`config.mk`:
```
export PLATFORM = sky130hd
export DESIGN_NAME = memory_arbiter
export DESIGN_NICKNAME = d
export VERILOG_FILES = /design/src/rtl/common_types_pkg.sv /design/src/rtl/memory_arbiter.sv
export SDC_FILE = /design/constraint.sdc
export NUM_CORES = 1
export LEC_CHECK = 0
export CORE_MARGIN = 2
export CORE_UTILIZATION = 25
export CTS_CLUSTER_DIAMETER = 120
export DETAILED_ROUTE_END_ITERATION = 12
export SYNTH_ARGS = -nofsm -noshare
export SYNTH_HDL_FRONTEND = slang
export SYNTH_SLANG_ARGS = --single-unit
```
`constraint.sdc`:
```
create_clock -name clk -period 3 [get_ports clk]
set_input_delay 0.6 -clock clk [delete_from_list [all_inputs] [get_ports clk]]
set_output_delay 0.6 -clock clk [all_outputs]
set_load 0.005 [all_outputs]
```
`src/rtl/common_types_pkg.sv`:
```
// Shared types for the core memory subsystem.
package common_types_pkg;

  typedef logic [31:0] word_t;

  // Access sequencing on the shared RAM port.
  typedef enum logic [1:0] {
    RAM_IDLE,
    RAM_WAIT,
    RAM_DONE
  } ram_state_t;

  // Which requester currently owns the RAM port.
  typedef enum logic {
    OWNER_I,
    OWNER_D
  } mem_owner_t;

endpackage

```
`src/rtl/memory_arbiter.sv`:
```
// Single-port RAM arbiter between instruction fetch and data access.
// Data has priority; a starve counter forces a fetch grant after
// STARVE_LIMIT consecutive data grants while fetch is waiting.
module memory_arbiter
  import common_types_pkg::*;
#(
  parameter int unsigned STARVE_LIMIT = 4
) (
  input  logic        clk,
  input  logic        nrst,
  input  logic        i_req,
  input  logic [31:0] i_addr,
  output logic [31:0] i_rdata,
  output logic        i_ready,
  input  logic        d_ren,
  input  logic        d_wen,
  input  logic [31:0] d_addr,
  input  logic [31:0] d_wdata,
  input  logic [3:0]  d_strobe,
  output logic [31:0] d_rdata,
  output logic        d_ready,
  output logic        ram_ren,
  output logic        ram_wen,
  output logic [31:0] ram_addr,
  output logic [31:0] ram_wdata,
  output logic [3:0]  ram_strobe,
  input  logic [31:0] ram_rdata,
  input  logic        ram_ready
);

  localparam int unsigned CntW = $clog2(STARVE_LIMIT + 1);
  localparam logic [CntW-1:0] StarveMax = CntW'(STARVE_LIMIT);

  ram_state_t      state_q, state_d;
  mem_owner_t      owner_q, owner_d;
  word_t           addr_q, addr_d;
  word_t           wdata_q, wdata_d;
  logic [3:0]      strobe_q, strobe_d;
  logic            is_write_q, is_write_d;
  word_t           rdata_q, rdata_d;
  logic [CntW-1:0] starve_q, starve_d;

  logic d_req;
  logic fetch_wins;

  assign d_req      = d_ren | d_wen;
  assign fetch_wins = i_req & (~d_req | (starve_q == StarveMax));

  // Next-state: arbitration in IDLE, wait for RAM completion, one-cycle DONE.
  always_comb begin
    state_d    = state_q;
    owner_d    = owner_q;
    addr_d     = addr_q;
    wdata_d    = wdata_q;
    strobe_d   = strobe_q;
    is_write_d = is_write_q;
    rdata_d    = rdata_q;
    starve_d   = starve_q;
    unique case (state_q)
      RAM_IDLE: begin
        if (i_req || d_req) begin
          state_d = RAM_WAIT;
          rdata_d = '0;
          if (fetch_wins) begin
            owner_d    = OWNER_I;
            addr_d     = i_addr;
            wdata_d    = '0;
            strobe_d   = 4'b1111;
            is_write_d = 1'b0;
            starve_d   = '0;
          end else begin
            owner_d    = OWNER_D;
            addr_d     = d_addr;
            wdata_d    = d_wdata;
            // Write wins when both enables are set.
            is_write_d = d_wen;
            strobe_d   = d_wen ? d_strobe : 4'b1111;
            if (!i_req) begin
              starve_d = '0;
            end else if (starve_q != StarveMax) begin
              starve_d = starve_q + CntW'(1);
            end
          end
        end
      end
      RAM_WAIT: begin
        if (ram_ready) begin
          state_d = RAM_DONE;
          if (!is_write_q) begin
            rdata_d = ram_rdata;
          end
        end
      end
      RAM_DONE: state_d = RAM_IDLE;
      default:  state_d = RAM_IDLE;
    endcase
  end

  // State registers with synchronous active-low reset.
  always_ff @(posedge clk) begin
    if (!nrst) begin
      state_q    <= RAM_IDLE;
      owner_q    <= OWNER_I;
      addr_q     <= '0;
      wdata_q    <= '0;
      strobe_q   <= '0;
      is_write_q <= 1'b0;
      rdata_q    <= '0;
      starve_q   <= '0;
    end else begin
      state_q    <= state_d;
      owner_q    <= owner_d;
      addr_q     <= addr_d;
      wdata_q    <= wdata_d;
      strobe_q   <= strobe_d;
      is_write_q <= is_write_d;
      rdata_q    <= rdata_d;
      starve_q   <= starve_d;
    end
  end

  // Outputs decoded from registered state only; zero outside their active state.
  always_comb begin
    ram_ren    = 1'b0;
    ram_wen    = 1'b0;
    ram_addr   = '0;
    ram_wdata  = '0;
    ram_strobe = '0;
    i_ready    = 1'b0;
    d_ready    = 1'b0;
    i_rdata    = '0;
    d_rdata    = '0;
    if (state_q == RAM_WAIT) begin
      ram_ren    = ~is_write_q;
      ram_wen    = is_write_q;
      ram_addr   = addr_q;
      ram_wdata  = wdata_q;
      ram_strobe = strobe_q;
    end
    if (state_q == RAM_DONE) begin
      if (owner_q == OWNER_I) begin
        i_ready = 1'b1;
        i_rdata = rdata_q;
      end else begin
        d_ready = 1'b1;
        d_rdata = rdata_q;
      end
    end
  end

endmodule

```
==> results of run 1 <==
## cell type report
type / instances / area share (%)
clock buffer: 9 / 2.536
clock inverter: 7 / 0.5635
inverter: 3 / 0.1268
multi-input combinational: 461 / 35.46
sequential: 107 / 24.12
tap: 285 / 4.015
timing repair buffer: 296 / 33.19
## stage by stage
stage / hold WS [ps] / setup slack [ps] / instances / total power, mW
2_1_floorplan: 441.6 / 1229 / 647 / 2.061
3_3_place_gp: 447.8 / 491.0 / 1152 / 2.474
3_5_place_dp: 454.1 / 453.0 / 1152 / 2.478
4_1_cts: 464.3 / 292.7 / 1168 / 3.657
5_1_grt: 478.5 / 187.9 / 1168 / 3.778
6_report: 461.1 / 330.0 / 1168 / 3.581
## how the worst max path moves through the flow
stage	startpoint	endpoint	slack, ps	depth (start not counted)
2_1_floorplan	state_q[1]	i_rdata[22]	1230	3
3_3_place_gp	d_wen	addr_q[13]	490	5
3_5_place_dp	d_wen	addr_q[16]	450	5
4_1_cts	state_q[1]	i_rdata[7]	290	4
5_1_grt	state_q[0]	ram_wdata[22]	190	4
6_report	state_q[0]	ram_wdata[14]	330	4
## sequential cells by signal, indices dropped and copies added (netlist names)
register    cells
wdata_q        32
rdata_q        32
owner_q         1
is_write_q      1
state_q         2
addr_q         32
strobe_q        4
starve_q        3
## cells by family (layout without fill, tap and decap cells)
| kind of cell | after synthesis | in the layout | synth area share [%] |
|---|---|---|---|
| AND/OR/NAND/NOR | 248 | 248 | 23.56 |
| AO/OA/AOI/OAI | 211 | 211 | 31.08 |
| flip-flops | 107 | 107 | 37.84 |
| buffers and inverters | 79 | 315 | 7.073 |
| adder cells (fa/ha/maj) | 2 | 2 | 0.4420 |
## critical path, cell delays in order (launching register included)
cell	delay, ps
dfxtp_1	450
nor2b_4	190
buf_4	340
and2_1	190
clkdlybuf4s50_1	530
## routing by layer
layer,vias up,part of all wire [%],GRT usage (%)
met5,-,0,0
met4,0,2.5,5.688
met3,29,6.9,4.651
met2,194,46,26.45
met1,2621,45,19.75
li1,2777,-,-
## power groups by stage
stage	Sequential, mW	Combinational [mW]	Clock [mW]
after detailed placement	1.63	0.849	0
final	1.60	0.841	1.14
after global placement	1.63	0.846	0
after CTS	1.60	0.854	1.21
after global routing	1.61	0.923	1.24
after floorplan	1.61	0.452	0
## placed cells by master, fill, tap and decap left out, drive strengths merged, types with 2 or more instances in the layout
| cell type | count |
|---|---|
| ha | 2 |
| nor2 | 4 |
| dfxtp | 107 |
| o21a | 2 |
| o22ai | 32 |
| o211ai | 33 |
| o221a | 36 |
| a311o | 32 |
| inv | 5 |
| and2 | 133 |
| clkbuf | 9 |
| o21ai | 3 |
| buf | 25 |
| nand2 | 96 |
| nand3 | 2 |
| a21boi | 67 |
| clkdlybuf4s50 | 271 |
| clkinv | 5 |
==> impl_metrics.csv, run 1 <==
group,metric,value,unit
finish,n_fill_cell,2248,
synthesis,synthDominantCellAreaShare,37.84,%
cts,clkLatencyLatePin,350,ps
grt,grt_start_max_net_pins,67,
timing,finalHoldViolations,0,
cts,post-cts-setup-buffers,0,
floorplan,die_area,23860,sq um
timing,slew_violations,0,
cts,cts_tree,"done",
finish,insertedDiodeCount,0,
synthesis,synth_edf_count,0,
synthesis,yosysWarnings,0,
synthesis,synth_cell_types,41,
critical_path,cp.arrival,2070,ps
pwr,vdd_drop_max,0.2560,mV
cts,cts_resized,0,
cts,cts_sinks,107,
drt,routedWlPerCell,16.55,um
critical_path,rrSetupSlack,1080,ps
outcome,outcome,"completed",
grt,grt_pass1_wl,30800,um
finish,postLayoutCellArea,8882,sq um
grt,grt_pass1_vias,5675,
timing,max_slew_margin,52.47,%
timing,setup_tns,0,ps
floorplan,dieHeight,154.5,um
min_path,min-delay-start,"wdata_q[30]",
timing,setup_viol,0,
synthesis,netlist_area,5660,sq um
grt,overflow,0,
floorplan,ioPinCount,274,
cts,clkSlewWorstSetupHoldPaths,70,ps
min_path,hp-class,"reg -> reg",
job,max_cap_violations,0,
pwr,intPower,2.566,mW
critical_path,crit_required,2400,ps
cts,numCtsBuffers,9,
synthesis,synth_seq_area_share,37.84,%
pwr,p_leak,3.176,nW
synthesis,syn_inst,647,
placed_design,gp_congestion,0.7521,
synthesis,yosysTopAreaCell,"dfxtp_1",
finish,syn2layout_area_growth,56.92,%
min_path,hold_depth,2,
finish,multi_input_area,3149,sq um
placed_design,io_buffer_count,273,
cts,hold_buffers,0,
pwr,switching_power,1.014,mW
pwr,p_seq_share,44.6,%
min_path,hold_end,"wdata_q[30]",
pwr,swShare,28.33,%
floorplan,placementRows,55,
synthesis,async_flop_share,0,%
finish,seq_area,2142,sq um
floorplan,die_width,154.5,um
critical_path,crit_path_end_kind,"primary output",
synthesis,yosys-top-cells-area,"dfxtp_1, and2_1, nand2_1",
drt,drt-initial-drc-count,330,
synthesis,syn_avg_cell_area,8.749,sq um
drt,firstDrtPassIters,4,
drt,drc_errors,0,
finish,drive_gt1_share,6.116,%
critical_path,timing.rr.end,"addr_q[6]",
timing,timing.final.crit_share,89.00,%
synthesis,synth_nets,787,
finish,finalNetCount,1018,
critical_path,criticalPathCategory,"reg -> out",
drt,num_vias,5621,
synthesis,ys_seq_elements,107,
timing,final.setup_skew,6.208,ps
placed_design,dp_hpwl,13350,um
pwr,powerDensity,403.1,nW/um^2
grt,track_usage,15.96,%
drt,wl,19330,um
timing,tightest_slew,711.8,ps
synthesis,netlist_top_cells_count,"and2_1, dfxtp_1, nand2_1",
synthesis,ys.flop_type,"dfxtp_1",
timing,rsz0062_at_grt,"false",
synthesis,yosysMostFrequentCell,"and2_1",
critical_path,worst_r2r_path_depth,6,
cts,htree_levels,3,
cts,clockRootBuffer,"clkbuf_16",
pwr,combPwrFrac,23.5,%
critical_path,reg2reg_from,"starve_q[0]",
finish,final_core_util,39.59,%
critical_path,critPathMaxFanout,40,
placed_design,place_area,8607,sq um
timing,timing.final.crit_period,2670,ps
critical_path,startpoint_type,"flop",
pwr,clock_power_share,31.9,%
drt,vias_per_cell,4.813,
timing,max_freq,0.3745,GHz
drt,drt.antenna.violating_nets,0,
floorplan,core-area,22430,sq um
cts,cts_buffer_depth,2,
grt,antenna_found_initial,0,
floorplan,start_util,25.23,%
Note: power is estimated with default switching activity, not from simulation.
==> run 2, diff against run 1 <==
--- a/config.mk
+++ b/config.mk
@@ -5,10 +5,12 @@
 export SDC_FILE = /design/constraint.sdc
 export NUM_CORES = 1
 export LEC_CHECK = 0
+export ABC_AREA = 1
 export CORE_MARGIN = 2
 export CORE_UTILIZATION = 25
 export CTS_CLUSTER_DIAMETER = 120
 export DETAILED_ROUTE_END_ITERATION = 12
+export HOLD_SLACK_MARGIN = 0.08
 export SYNTH_ARGS = -nofsm -noshare
 export SYNTH_HDL_FRONTEND = slang
 export SYNTH_SLANG_ARGS = --single-unit
==> impl_metrics.csv, run 2 <==
group,metric,value,unit
synthesis,synth-simple-area-share,41.10,%
timing,max_freq,0.3546,GHz
placed_design,io_buffer_count,273,
timing,max_slew_margin,63.33,%
floorplan,core-area,24320,sq um
cts,clockRootBuffer,"clkbuf_16",
critical_path,crit_path_end_kind,"primary output",
drt,wl,20050,um
drt,num_vias,6365,
pwr,vdd_drop_max,0.2058,mV
cts,cts_resized,0,
cts,htree_levels,3,
drt,drt.antenna.violating_nets,0,
synthesis,synthDominantCellAreaShare,34.59,%
floorplan,dieHeight,161.4,um
finish,multi_input_area,2963,sq um
synthesis,yosys-top-cells-area,"dfxtp_1, nand2_1, inv_1",
pwr,totalPowerFinal,4.161,mW
synthesis,muxShareOfSynthArea,0,%
cts,clkLatencyLatePin,360,ps
pwr,powerDensity,442.5,nW/um^2
grt,grt_start_max_net_pins,69,
timing,setup_tns,0,ps
timing,timing.final.crit_share,94.00,%
grt,grt_pass1_wl,31280,um
synthesis,netlist_top_cells_count,"nand2_1, inv_1, nor2_1",
pwr,p_leak,3.955,nW
timing,slew_violations,0,
critical_path,cpMaxStageDelayCell,"clkdlybuf4s50_1",
synthesis,async_flop_share,0,%
cts,post-cts-setup-buffers,0,
cts,cts_tree,"done",
cts,cts_sinks,107,
floorplan,start_util,25.46,%
drt,drc_errors,0,
synthesis,netlist_area,6192,sq um
timing,finalHoldViolations,0,
synthesis,synth_edf_count,0,
timing,final.setup_skew,12.21,ps
finish,top_regs,"addr_q (32), rdata_q (32), wdata_q (32)",
grt,overflow,0,
floorplan,die_width,161.4,um
synthesis,syn_inst,954,
synthesis,synth_fa_ha_area_share,0.4041,%
critical_path,criticalPathCategory,"reg -> out",
synthesis,ys_seq_elements,107,
floorplan,placementRows,57,
synthesis,yosysWarnings,0,
synthesis,yosysTopAreaCell,"dfxtp_1",
drt,drt-initial-drc-count,256,
synthesis,synth_seq_area_share,34.59,%
critical_path,cp.buffers_inverters,4,
synthesis,synth_compound_area_share,6.163,%
finish,final_cell_mix,"clkdlybuf4s50_1, nand2_1, inv_1, nor2_1, dfxtp_1",
finish,seq_area,2142,sq um
critical_path,path_cells,"inv_1 -> nor2_2 -> inv_8 -> buf_4 -> nor2_1 -> clkdlybuf4s50_1",
grt,track_usage,15.14,%
finish,layout_commonest_cell,"clkdlybuf4s50_1",
synthesis,synth_top_family_by_area,"simple AND/OR/NAND/NOR gates",
critical_path,max_stage_delay,510,ps
critical_path,critPathMaxFanout,47,
synthesis,syn_avg_cell_area,6.491,sq um
critical_path,crit_required,2400,ps
finish,n_fill_cell,2606,
finish,finalNetCount,1331,
floorplan,ioPinCount,274,
critical_path,startpoint_type,"flop",
finish,syn2layout_area_growth,51.85,%
placed_design,dp_hpwl,14310,um
cts,numCtsBuffers,9,
timing,rsz0062_at_grt,"false",
synthesis,yosysMostFrequentCell,"nand2_1",
timing,tightest_slew,549.3,ps
floorplan,die_area,26040,sq um
critical_path,cp.arrival,2220,ps
grt,grt_pass1_vias,5974,
min_path,hp-class,"reg -> reg",
timing,setup_viol,0,
cts,clkSlewWorstSetupHoldPaths,70,ps
finish,drive_gt1_share,9.281,%
synthesis,synth_nets,1094,
job,max_cap_violations,0,
drt,vias_per_cell,4.188,
grt,antenna_found_initial,0,
cts,hold_buffers,0,
timing,timing.final.crit_period,2820,ps
finish,insertedDiodeCount,0,
synthesis,ys.flop_type,"dfxtp_1",
placed_design,gp_congestion,0.7881,
outcome,outcome,"completed",
synthesis,synth_xor_area_share,0.1414,%
synthesis,synth_cell_types,27,
cts,cts_buffer_depth,2,
drt,routedWlPerCell,13.19,um
drt,firstDrtPassIters,6,
critical_path,cpLargestDelayFamily,"buffers and inverters",
-- run 2: changes by cell type after synthesis, moves of 33 or more --
cell,delta
a21boi_0,-34
a21boi_1,-33
a21oi_1,+67
and2_1,-133
inv_1,+160
nand2_1,+91
nand3_1,+96
nor2_1,+160
nor2_4,+49
-- run 2: routing by layer --
layer / track usage, % / wire length, um / vias to the layer above
met4: 4.261 / 177 / 0
met1: 19.04 / 8909 / 2811
met5: 0 / 0 / -
met3: 5.496 / 1967 / 8
li1: - / - / 3318
met2: 24.42 / 8992 / 228
-- run 2: cell families after synthesis --
group / Yosys count
compound gates: 74
xor+xnor: 1
fa+ha+maj: 2
buf+inv: 246
flops: 107
simple gates: 524
-- run 2: path summary, 6_finish.rpt --
path / start / to / cells past startpoint / slack [ps]
worst max-delay path: state_q[0] / ram_wdata[10] / 6 / 180
worst min-delay path: wdata_q[18] / wdata_q[18] / 2 / 470
worst max register to register: state_q[0] / rdata_q[6] / 8 / 820
worst min register to register: wdata_q[18] / wdata_q[18] / 2 / 470
-- run 2: layout make-up --
class,count,area share [%]
clock buffers,10,2.542
clock inverters,6,0.5190
inverters,181,7.305
multi-input cells,601,31.51
flip-flops and latches,107,22.78
well taps,324,4.311
repair buffers,291,31.03
-- run 2: metrics by stage --
stage                     setup slack (ps)  utilization [%]  hold slack [ps]  cell area [sq um]  std cells
after floorplan                       1238                -            443.6               6192        954
after global placement               469.5            37.47            452.2               9112       1504
after detailed placement             430.9            37.47            455.7               9112       1504
after CTS                            30.28            38.65            468.3               9400       1520
after global routing                 25.51            38.66            480.1               9403       1520
final                                180.0            38.66            466.0               9403       1520
-- run 2: where the power goes --
group	switching, mW	internal, mW	leakage, nW
clock	0.600	0.597	0.143
combinational	0.754	0.560	2.93
sequential	0.0572	1.59	0.885
-- run 2: worst min-delay path: cells and delay by family (launching register included) --
family | cells | cell delay [ps]
simple gates | 1 | 60
compound gates | 1 | 50
flops | 1 | 310
